**config.mk**
```make
export PLATFORM = sky130hd
export DESIGN_NAME = uart_rx_frame_parser
export DESIGN_NICKNAME = d
export VERILOG_FILES = /design/src/rtl/uart_rx_frame_parser.sv
export SDC_FILE = /design/constraint.sdc
export NUM_CORES = 1
export LEC_CHECK = 0
export CELL_PAD_IN_SITES_DETAIL_PLACEMENT = 1
export CELL_PAD_IN_SITES_GLOBAL_PLACEMENT = 1
export CORE_UTILIZATION = 55
export DETAILED_ROUTE_END_ITERATION = 16
export PLACE_DENSITY_LB_ADDON = 0.1
export SKIP_CTS_REPAIR_TIMING = 1
export SLEW_MARGIN = 20
export SYNTH_ARGS = -nofsm -noshare
export SYNTH_HDL_FRONTEND = slang
export SYNTH_SLANG_ARGS = --single-unit
```
**constraint.sdc**
```tcl
create_clock -name clk -period 7 [get_ports clk]
set_input_delay 1.75 -clock clk [delete_from_list [all_inputs] [get_ports clk]]
set_output_delay 1.75 -clock clk [all_outputs]
set_load 0.02 [all_outputs]
```
**src/rtl/uart_rx_frame_parser.sv**
```systemverilog
// Frame parser behind the UART receiver: SYNC, CMD, LEN, payload, XOR checksum.
// Payload is buffered and released on a valid/ready stream only after the checksum verifies.
module uart_rx_frame_parser #(
    parameter logic [7:0]  SYNC_BYTE      = 8'hA5,
    parameter int unsigned MAX_LEN        = 16,
    parameter int unsigned TIMEOUT_CYCLES = 1_000_000
) (
    input  logic       clk,
    input  logic       rst_n,
    input  logic [7:0] rx_data,
    input  logic       rx_done,
    output logic [7:0] cmd,
    output logic [7:0] pl_data,
    output logic       pl_valid,
    input  logic       pl_ready,
    output logic       pl_last,
    output logic       frame_ok,
    output logic       frame_err,
    output logic [1:0] err_code
);

    localparam int unsigned IW = (MAX_LEN > 1) ? $clog2(MAX_LEN) : 1;
    localparam int unsigned TW = $clog2(TIMEOUT_CYCLES + 1);

    typedef enum logic [2:0] {HUNT, S_CMD, S_LEN, S_PAY, S_CHK, DRAIN} state_t;

    state_t        state, state_d;
    logic [7:0]    cmd_r, len_r, chk;
    logic [IW-1:0] wr_idx, rd_idx;
    logic [TW-1:0] tmo_cnt;
    logic [7:0]    pl_buf [MAX_LEN];

    logic          in_frame, tmo_hit, rd_last, handshake;
    logic          ok_d, err_d;
    logic [1:0]    code_d;

    always_ff @(posedge clk or negedge rst_n) begin
        if (!rst_n) state <= HUNT;
        else        state <= state_d;
    end

    always_comb begin
        in_frame  = (state == S_CMD) || (state == S_LEN) || (state == S_PAY) || (state == S_CHK);
        // A byte in the expiry cycle clears the counter instead, so it wins over the timeout
        tmo_hit   = in_frame && !rx_done && (tmo_cnt == TW'(TIMEOUT_CYCLES - 1));
        rd_last   = (8'(rd_idx) == len_r - 8'd1);
        handshake = (state == DRAIN) && pl_ready;
        state_d   = state;
        ok_d      = 1'b0;
        err_d     = 1'b0;
        code_d    = err_code;
        if (tmo_hit) begin
            state_d = HUNT;
            err_d   = 1'b1;
            code_d  = 2'd2;
        end else begin
            case (state)
                HUNT: if (rx_done && rx_data == SYNC_BYTE) state_d = S_CMD;
                S_CMD: if (rx_done) state_d = S_LEN;
                S_LEN: if (rx_done) begin
                    if (rx_data > 8'(MAX_LEN)) begin
                        state_d = HUNT;
                        err_d   = 1'b1;
                        code_d  = 2'd1;
                    end else if (rx_data == 8'd0) begin
                        state_d = S_CHK;
                    end else begin
                        state_d = S_PAY;
                    end
                end
                S_PAY: if (rx_done && 8'(wr_idx) == len_r - 8'd1) state_d = S_CHK;
                S_CHK: if (rx_done) begin
                    if (rx_data == chk) begin
                        ok_d    = 1'b1;
                        state_d = (len_r != 8'd0) ? DRAIN : HUNT;
                    end else begin
                        state_d = HUNT;
                        err_d   = 1'b1;
                        code_d  = 2'd0;
                    end
                end
                DRAIN: begin
                    if (rx_done) begin
                        err_d  = 1'b1;
                        code_d = 2'd3;
                    end
                    if (handshake && rd_last) state_d = HUNT;
                end
                default: state_d = HUNT;
            endcase
        end
    end

    assign pl_valid = (state == DRAIN);
    assign pl_last  = pl_valid && rd_last;
    assign pl_data  = pl_buf[rd_idx];

    always_ff @(posedge clk or negedge rst_n) begin
        if (!rst_n) begin
            cmd       <= '0;
            cmd_r     <= '0;
            len_r     <= '0;
            chk       <= '0;
            wr_idx    <= '0;
            rd_idx    <= '0;
            tmo_cnt   <= '0;
            frame_ok  <= 1'b0;
            frame_err <= 1'b0;
            err_code  <= '0;
        end else begin
            frame_ok  <= ok_d;
            frame_err <= err_d;
            err_code  <= code_d;
            if (!in_frame || rx_done || tmo_hit) tmo_cnt <= '0;
            else                                 tmo_cnt <= tmo_cnt + 1'b1;
            if (rx_done) begin
                case (state)
                    S_CMD: begin
                        cmd_r <= rx_data;
                        chk   <= rx_data;
                    end
                    S_LEN: begin
                        len_r  <= rx_data;
                        chk    <= chk ^ rx_data;
                        wr_idx <= '0;
                    end
                    S_PAY: begin
                        chk    <= chk ^ rx_data;
                        wr_idx <= wr_idx + 1'b1;
                    end
                    default: ;
                endcase
            end
            if (ok_d) begin
                cmd    <= cmd_r;
                rd_idx <= '0;
            end else if (handshake) begin
                rd_idx <= rd_idx + 1'b1;
            end
        end
    end

    // Payload storage deliberately has no reset
    always_ff @(posedge clk) begin
        if (state == S_PAY && rx_done) pl_buf[wr_idx] <= rx_data;
    end

endmodule

```
### Yosys cells after proc, flatten, opt, wreduce, memory -nomap -nowiden

Memory sizes are Yosys's and may differ from the RTL's.
Index checks and enable logic that the tools add are counted.

* add/sub/neg operators: 4
* divide/modulo/power cells: 0
* mux-type cells: 37
* shifts and indexed selects: 0
* reductions and logical operators: 29
* multipliers: 0
* eq/ne operators: 19
* magnitude comparators: 1
* bitwise gates (word level): 1

Operators by type and width (count)
* $mux 3: 11
* $add 20x1->20 const B: 1
* $eq 20x20->1 const B: 1
* $mux 20: 1
* $pmux 3 s6: 1
* $eq 4x8->1: 2
* $pmux 8 s2: 1
* $ne 3x3->1 const B: 5
* $mux 1: 12
* $mux 2: 6
* $reduce_and 6->1: 2
* $ne 3x2->1 const B: 3
* $add 4x1->4 const B: 2
* $eq 8x8->1: 1
* $eq 8x8->1 const B: 1
* $gt 8x5->1 const B: 1
* $logic_and 1x1->1: 8
* $logic_not 8->1: 1
* $mux 4: 2
* $pmux 4 s2: 1
* $reduce_and 2->1: 4
* $reduce_bool 8->1: 1
* $sub 8x1->8 const B: 1
* $xor 8x8->8: 1
* other kinds (12): 21

* bits in writable memories: 128
* memories kept: 1
* ROM bits: 0
* register bits: 67
* output and inout port bits: 22
* latch bits: 0

Memory list
* pl_buf: depth 16, width 8, rd ports 1, clocked after memory_dff 0, wr ports 1, RTL line 31 `logic [7:0] pl_buf [MAX_LEN];`

### Longest topological paths before layout

Gate-level depths: netlist of the first run.

* depth after elaboration: 8
* depth in mapped cells: 10
* gate-level depth less buffers: 8

### Worst setup path before layout of the first run

OpenSTA, ideal clock, no wires.

* kind: register to output
* start point: reg rd_idx[0]
* end point: out pl_data[7]
* setup slack: 3336 ps
* required time: 5250 ps
* cell stages (with the launch flop): 5
* path buffers: 2
* data arrival time: 1914 ps
* cell sequence: dfrtp_1 -> buf_2 -> buf_2 -> mux4_2 -> mux4_2

* longest elaborated chain between the ends: 1

Ends and longest elaborated chain
* from (decl): RTL line 29 `logic [IW-1:0] wr_idx, rd_idx;`
* from (signal assigned): RTL line 138 `rd_idx <= rd_idx + 1'b1;`
* $mem_v2 16x8
* to (decl): RTL line 13 `output logic [7:0] pl_data,`

No other way between the ends.

### Final worst setup path of the first run

* start point: reg rd_idx[0]
* end point: out pl_data[1]

Same word-level chain as after synthesis.

==> results of run 1 <==
==> placed cells by master (no fill, tap or decap), types with 5 or more instances in the layout <==
cell type        synthesis  layout
xor2_1                  25      25
nand2_1                 43      43
nand4_1                  6       6
nor2_1                  49      49
edfxtp_1               128     128
inv_1                    8       8
buf_4                    0       8
inv_6                    0       5
nor4_1                   6       6
clkdlybuf4s50_1          0      32
nor3_2                   1       5
dfrtp_1                 67      66
ha_1                     8       8
nor3_1                  12       8
nand3_1                 21      21
mux4_2                  40      40
clkbuf_16                0      17
o21ai_0                  8       8
mux2_2                  22      22
and4_1                   5       5
a21oi_1                  6       6
nand2b_1                 5       5
xnor2_1                 20      20
==> cells by family after synthesis <==
group,after synthesis
AO/OA/AOI/OAI,34
XOR/XNOR,45
adder cells (fa/ha/maj),8
buffers and inverters,37
flip-flops,195
multiplexers,63
AND/OR/NAND/NOR,176
==> final cells by class <==
| type | instances | area [um^2] | share of cell area (%) |
|---|---|---|---|
| Timing Repair Buffer | 41 | 385.4 | 4.030 |
| Tap cell | 184 | 230.2 | 2.408 |
| Sequential cell | 195 | 5522 | 57.75 |
| Multi-Input combinational cell | 326 | 2806 | 29.35 |
| Clock inverter | 15 | 162.7 | 1.701 |
| Clock buffer | 17 | 425.4 | 4.449 |
| Inverter | 8 | 30.03 | 0.3141 |
==> power breakdown <==
| part | leakage (nW) | switching (mW) | internal, mW | total (mW) |
|---|---|---|---|---|
| Sequential | 2.02 | 0.212 | 1.35 | 1.56 |
| Combinational | 1.06 | 0.512 | 0.545 | 1.06 |
| Clock | 0.276 | 0.463 | 0.507 | 0.970 |
| Total | 3.35 | 1.19 | 2.40 | 3.59 |
==> through the flow <==
stage | cells | instance area [um^2] | util, % | worst slack [ns]
2_1_floorplan | 558 | 8471 | - | 3.336
5_1_grt | 786 | 9562 | 64.81 | 1.758
3_5_place_dp | 754 | 8954 | 60.69 | 2.102
4_1_cts | 786 | 9542 | 64.67 | 1.865
3_3_place_gp | 754 | 8954 | 60.69 | 2.281
6_report | 786 | 9562 | 64.81 | 1.952
==> cell usage after synthesis (5+ instances only) <==
cell	n	share of area [%]
a21oi_1	6	0.35
and4_1	5	0.52
buf_2	8	0.47
clkbuf_1	16	0.71
dfrtp_1	67	20
edfxtp_1	128	45
ha_1	8	1.2
inv_1	8	0.35
mux2_2	22	2.9
mux4_2	40	11
nand2_1	43	1.9
nand2b_1	5	0.37
nand3_1	21	1.2
nand4_1	6	0.44
nor2_1	49	2.2
nor3_1	12	0.71
nor4_1	6	0.44
o21ai_0	8	0.47
xnor2_1	20	2.1
xor2_1	25	2.6
==> layer usage <==
metal	vias up	track usage, %	share of wire, %
li1	2160	-	-
met1	2499	33.55	41
met2	115	45.30	53
met3	28	4.673	3.8
met4	0	11.13	2.1
met5	-	0	0
==> worst paths after layout <==
check / start / endpoint / slack (ns) / cells past startpoint
hold reg to reg: tmo_cnt[0] / tmo_cnt[0] / 0.45 / 1
hold / removal: tmo_cnt[0] / tmo_cnt[0] / 0.45 / 1
setup reg to reg: state[2] / pl_buf[15][2] / 4.34 / 5
max in group asynchronous: rst_n / rd_idx[0] / 4.86 / 2
setup / recovery: rd_idx[0] / pl_data[1] / 1.95 / 4
min in group asynchronous: rst_n / tmo_cnt[7] / 1.50 / 2
==> flip-flops by register name, summed over array words and instances (netlist names), 2 cells and up <==
register,count
chk,8
cmd,8
cmd_r,8
err_code,2
len_r,8
pl_buf,128
rd_idx,4
state,3
tmo_cnt,20
wr_idx,4
==> impl_metrics.tcl, run 1 <==
set metrics [dict create \
    end_kind "output pin" \
    grt_setup_unrepaired "false" \
    hpwlAfterDp_um 12600 \
    critPathMaxFanout 19 \
    cts_tree "done" \
    layout-drive-gt1-share_pct 19.44 \
    cts_max_path_buffers 2 \
    syn_nets 578 \
    path_buf_inv 2 \
    relSlewSlack_pct 28.29 \
    drc 0 \
    worstPathRequired_ns 5.25 \
    numCtsBuffers 17 \
    die_width_um 126.1 \
    synth_compound_area_share_pct 2.821 \
    fillCellCount 1358 \
    grt_pass1_vias 5251 \
    synth-async-reset-ratio_pct 34.36 \
    setup_viol 0 \
    grt_overflow 0 \
    fin_nets 609 \
    dieArea_um2 15900 \
    avgRoutedWirePerCell_um 24.51 \
    wl_um 19260 \
    firstDrtPassIters 4 \
    power_density_nw_per_um2 375.0 \
    synth-seq-area-share_pct 65.17 \
    final_antenna_net_count 0 \
    fin_crit_sh_pct 72.12 \
    synth_cells 558 \
    routed_via_density 6.109 \
    ir_drop_mv 0.2140 \
    status "finished, final reports clean" \
    avgSynthCellArea_um2 15.18 \
    syn_to_final_growth_pct 12.88 \
    cpMostUsedCell "mux4_2" \
    rows 44 \
    power_mw 3.586 \
    clk_pin_slew_ns 0.07 \
    vias 4802 \
    crit_path_cell_trace "buf_4, mux4_2, mux4_2, clkdlybuf4s50_1" \
    yosys.area_share.simple_pct 10.56 \
    synthAdderAreaFrac_pct 1.182 \
    critPathMaxStageDelay_ns 0.74 \
    htree_levels 4 \
    fin_tns_setup_ns 0 \
    die_y_um 126.1 \
    period_needed_ns 5.048 \
    yosys-mux-area-fraction_pct 13.68 \
    grt_usage_pct 26.48 \
    p_leak_nw 3.354 \
    cpLargestDelayFamily "multiplexers" \
    clock_latency_ns 0.44 \
    io_buffers 33 \
    grt_max_degree 68 \
    root_buffer "clkbuf_16" \
    clock_sinks 195 \
    drv_slew 0 \
    grt_pass1_wl_um 30200 \
    initial_core_util_pct 57.41 \
    crit_slowest_cell "dfrtp_2" \
    yosys_warnings 0 \
    hold_violations 0 \
    yosys.cell_types.count 56 \
    syn-cell-area_um2 8471 \
    cp-start-kind "flip-flop" \
    antennaDiodeCount 0 \
    synth_xor_area_share_pct 4.653 \
    grt_antenna_before_repair 0 \
    gp_congestion 0.8486 \
    synth_ff_type "edfxtp_1" \
    cap_violations 0 \
    tightest_slew_ns 1.072 \
    finalHoldWorstSlack_ns 0.4505 \
    io_pins 34 \
    synth_edf_count 128 \
    hold_class "reg -> reg" \
    crit_arrival_ns 3.30 \
    drt_iter0_markers 228 \
    ys_ff_latch 195 \
    synth_top_family_by_area "multiplexers" \
    fmax_ghz 0.1981 \
    critPathKind "reg -> out" \
    core-area_um2 14750 \
    clock_skew_ns 0.009176 \
]
No activity file was read; power rests on OpenSTA's default activity.
==> run 2, diff against run 1 <==
- CORE_UTILIZATION: 55 -> 51
- clock period: 7 -> 5.23 ns (I/O delays scaled with it)
==> impl_metrics.tcl, run 2 (synthesis gave the netlist of run 1 again) <==
set metrics [dict create \
    routed_via_density 5.809 \
    numCtsBuffers 17 \
    vias 4874 \
    relSlewSlack_pct 42.31 \
    design_area_um2 9772 \
    place_inst 807 \
    syn_to_final_growth_pct 15.36 \
    dieArea_um2 17130 \
    power_density_nw_per_um2 496.0 \
    place_area_um2 9164 \
    cts_max_path_buffers 2 \
    critPathKind "reg -> out" \
    grt_pass1_vias 5262 \
    drt_iter0_markers 266 \
    holdCritStartpoint "tmo_cnt[0]" \
    fillCellCount 1462 \
    drv_slew 0 \
    initial_core_util_pct 52.75 \
    die_width_um 130.9 \
    fin_cells 839 \
    cap_violations 0 \
    fmax_ghz 0.2339 \
    largestRegisters "pl_buf x128, tmo_cnt x20" \
    io_buffers 33 \
    grt_overflow 0 \
    p_leak_nw 3.474 \
    die_y_um 130.9 \
    cts_tree "done" \
    finalHoldWorstSlack_ns 0.4509 \
    layout_commonest_cell "edfxtp_1" \
    grt_antenna_before_repair 0 \
    layout-drive-gt1-share_pct 21.19 \
    avgRoutedWirePerCell_um 23.30 \
    htree_levels 4 \
    r2r-start "state[2]" \
    worstPathRequired_ns 3.92 \
    gp_congestion 0.8022 \
    fin_nets 630 \
    firstDrtPassIters 4 \
    hold_class "reg -> reg" \
    hold_depth 1 \
    critPathMaxFanout 7 \
    fin_tns_setup_ns 0 \
    antennaDiodeCount 0 \
    grt_max_degree 68 \
    ir_drop_mv 0.2516 \
    wl_um 19550 \
    crit_path_cell_trace "inv_1, ha_1, xor2_1, nor4_1, o31a_1, nand3_1, nor2_1, clkdlybuf4s50_1" \
    rows 46 \
    hold_violations 0 \
    status "finished, final reports clean" \
    drc 0 \
    crit_start "len_r[0]" \
    grt_usage_pct 25.02 \
    io_pins 34 \
    clk_pin_slew_ns 0.07 \
    end_kind "output pin" \
    largest_register "pl_buf" \
    setup_viol 0 \
    tightest_slew_ns 0.8574 \
    root_buffer "clkbuf_16" \
    grt_setup_unrepaired "false" \
    fin_crit_sh_pct 81.74 \
    clock_skew_ns 0.008695 \
    hpwlAfterDp_um 13360 \
    core-area_um2 16060 \
    critPathMaxStageDelay_ns 0.62 \
    clock_sinks 195 \
    clock_latency_ns 0.44 \
    rr_worst_depth 6 \
    final_cell_mix "edfxtp_1 (128), dfrtp_1 (66), nor2_1 (49)" \
    crit_arrival_ns 2.97 \
    largest_reg_flops 128 \
    grt_pass1_wl_um 30330 \
    crit_slowest_cell "clkdlybuf4s50_1" \
    final_antenna_net_count 0 \
    cp-start-kind "flip-flop" \
    power_mw 4.847 \
    period_needed_ns 4.275 \
]
## run 2: cell types whose count changed in the layout (fill, tap and decap cells not counted), sizes merged
cell	change
clkinv	+3
bufinv	+2
inv	-5
buf	+21
## run 2: where the power goes
group          leakage, nW  total, mW  internal (mW)  switching, mW
logic                 1.17       1.49          0.748          0.745
registers             2.02       2.02           1.80          0.213
clock network        0.283       1.34          0.757          0.581
total                 3.47       4.85           3.31           1.54
## run 2: cell type report
| cell class | instances | area [um^2] | area share, % |
|---|---|---|---|
| clock buffer | 17 | 425.4 | 4.353 |
| multi-input combinational | 326 | 2786 | 28.51 |
| sequential | 195 | 5522 | 56.50 |
| inverter | 8 | 30.03 | 0.3073 |
| clock inverter | 15 | 182.7 | 1.869 |
| timing repair buffer | 62 | 555.5 | 5.685 |
| tap | 216 | 270.3 | 2.766 |
## run 2: through the flow
stage | util [%] | setup WS (ns)
6_report | 60.85 | 0.9548
5_1_grt | 60.85 | 0.7079
4_1_cts | 60.85 | 0.9408
3_5_place_dp | 57.07 | 1.313
3_3_place_gp | 57.07 | 1.464
2_1_floorplan | - | 2.008
## run 2: worst paths after layout
path | slack, ns | to
hold / removal | 0.45 | tmo_cnt[0]
min in group asynchronous | 1.04 | tmo_cnt[9]
setup reg to reg | 2.65 | pl_buf[5][1]
max in group asynchronous | 3.57 | rd_idx[0]
hold reg to reg | 0.45 | tmo_cnt[0]
setup / recovery | 0.95 | pl_last
## run 2: worst max-delay path, delay by kind of cell (launching register included)
family	cells	cell delay, ns
flops	1	0.49
buf+inv	2	0.74
compound gates	1	0.21
simple gates	3	0.51
xor+xnor	1	0.23
fa+ha+maj	1	0.34
## run 2: routing by layer
metal / vias up / share of wire (%) / GRT usage [%]
met3: 28 / 4.3 / 4.316
met4: 0 / 2.1 / 9.060
met1: 2530 / 40 / 31.59
li1: 2203 / - / -
met5: - / 0 / 0
met2: 113 / 53 / 43.54
==> run 3, diff against run 2 <==
- clock period: 5.23 -> 4 ns (I/O delays scaled with it)
==> impl_metrics.tcl, run 3 (synthesis gave the netlist of run 1 again) <==
set metrics [dict create \
    routed_via_density 5.821 \
    initial_core_util_pct 52.75 \
    cpLargestDelayFamily "multiplexers" \
    dieArea_um2 17130 \
    crit_arrival_ns 2.87 \
    critPathMaxFanout 13 \
    antennaDiodeCount 0 \
    clockPowerShare_pct 26.2 \
    fillCellCount 1498 \
    r2r-start "state[2]" \
    crit_slowest_cell "dfrtp_2" \
    critical_path.endpoint "pl_data[6]" \
    cts_tree "done" \
    firstDrtPassIters 5 \
    relSlewSlack_pct 44.16 \
    fin_tns_setup_ns 0 \
    die_y_um 130.9 \
    fin_cells 842 \
    drt_iter0_markers 395 \
    regToRegEndpoint "pl_buf[10][3]" \
    layout-drive-gt1-share_pct 21.73 \
    avgRoutedWirePerCell_um 23.07 \
    fmax_ghz 0.2586 \
    p_sw_share_pct 31.56 \
    hpwlAfterDp_um 13250 \
    dr_wl_met2_um 9822 \
    grt_overflow 0 \
    root_buffer "clkbuf_16" \
    clock_sinks 195 \
    htree_levels 4 \
    crit_path_cell_trace "buf_4, mux4_2, mux4_2, clkdlybuf4s50_1" \
    largest_reg_flops 128 \
    end_kind "output pin" \
    power.combinational.fraction_pct 31.8 \
    syn_to_final_growth_pct 15.48 \
    worst-path-stages 4 \
    layout_commonest_cell "edfxtp_1" \
    clock_latency_ns 0.43 \
    post-route-util_pct 60.92 \
    numCtsBuffers 17 \
    period_needed_ns 3.867 \
    core-area_um2 16060 \
    setup_viol 0 \
    pre_cts_ws_ns 0.5167 \
    io_pins 34 \
    place_inst 810 \
    clock_skew_ns 0.01351 \
    rr_worst_depth 5 \
    cp-start-kind "flip-flop" \
    drv_slew 0 \
    critPathKind "reg -> out" \
    critPathMaxStageDelay_ns 0.64 \
    wl_met3_um 817 \
    grt_pass1_vias 5222 \
    rows 46 \
    gp_congestion 0.8327 \
    largest_register "pl_buf" \
    vias 4901 \
    drt-met1-wl_um 8367 \
    io_buffers 33 \
    fin_ws_ns 0.1326 \
    p_int_mw 4.302 \
    p_leak_nw 3.483 \
    status "finished, final reports clean" \
    cap_violations 0 \
    worstPathRequired_ns 3.00 \
    p_switching_mw 1.984 \
    grt_usage_pct 24.95 \
    tightest_slew_ns 0.8351 \
    ir_drop_mv 0.3686 \
    hold_class "reg -> reg" \
    die_width_um 130.9 \
    wl_um 19430 \
    crit_start "rd_idx[0]" \
    fin_crit_sh_pct 96.69 \
    grt_antenna_before_repair 0 \
    grt_setup_unrepaired "false" \
    clk_pin_slew_ns 0.07 \
    cpMostUsedCell "mux4_2" \
    power_density_nw_per_um2 642.6 \
    final_cell_mix "edfxtp_1 (128), dfrtp_1 (65), nor2_1 (49)" \
    dr.max_layer_used "met4" \
    path_buf_inv 2 \
    drc 0 \
    ff2ff_setup_slack_ns 1.44 \
    hold_violations 0 \
    fin_nets 633 \
    cts_max_path_buffers 2 \
    power.share.sequential_pct 42.1 \
    final_antenna_net_count 0 \
    grt_max_degree 37 \
    grt_pass1_wl_um 30370 \
    largestRegisters "pl_buf x128, tmo_cnt x20" \
]
## run 3: cell types whose count changed in the layout (fill, tap and decap cells not counted), sizes merged
cell      before  now
inv           11   10
bufinv         3    2
clkinvlp       4    3
clkinv         5    6
clkbuf        17   19
buf           30   33
## run 3: through the flow
| stage | cell area, um^2 | hold WS, ns | power (mW) |
|---|---|---|---|
| final | 9782 | 0.4487 | 6.286 |
| after global routing | 9782 | 0.4629 | 6.588 |
| after detailed placement | 9211 | 0.4458 | 4.681 |
| after global placement | 9211 | 0.4355 | 4.585 |
| after floorplan | 8471 | 0.4239 | 4.041 |
| after CTS | 9778 | 0.4550 | 6.336 |
## run 3: area by class of cell
type | count | area (um^2) | share of cell area (%)
Clock buffer | 19 | 432.9 | 4.426
Clock inverter | 13 | 133.9 | 1.369
Inverter | 8 | 30.03 | 0.3070
Multi-Input combinational cell | 326 | 2789 | 28.51
Sequential cell | 195 | 5523 | 56.46
Tap cell | 216 | 270.3 | 2.763
Timing Repair Buffer | 65 | 603.1 | 6.165
## run 3: metal layers
layer | track usage, % | vias up
li1 | - | 2201
met1 | 32.85 | 2555
met2 | 41.64 | 118
met3 | 4.682 | 27
met4 | 8.993 | 0
met5 | 0 | -
## run 3: how the worst min path moves through the flow
stage          startpoint         end  slack, ns  depth (start not counted)
6_report       tmo_cnt[0]  tmo_cnt[0]       0.45                          1
5_1_grt        tmo_cnt[0]  tmo_cnt[0]       0.46                          1
4_1_cts        tmo_cnt[0]  tmo_cnt[0]       0.46                          1
3_5_place_dp   tmo_cnt[0]  tmo_cnt[0]       0.45                          1
3_3_place_gp   tmo_cnt[0]  tmo_cnt[0]       0.44                          1
2_1_floorplan  tmo_cnt[0]  tmo_cnt[0]       0.42                          1
## run 3: worst reg2reg max path: cells and delay by family (launching register included)
family           cells  cell delay (ns)
and+or+nand+nor      5             1.71
DFF                  1             0.47
## run 3: power groups by stage
stage                     Sequential (mW)  Clock (mW)  Combinational, mW
after floorplan                      2.53           0               1.51
after global placement               2.67           0               1.92
after detailed placement             2.68           0               2.00
after CTS                            2.64        1.67               2.02
after global routing                 2.68        1.74               2.17
final                                2.64        1.65               2.00
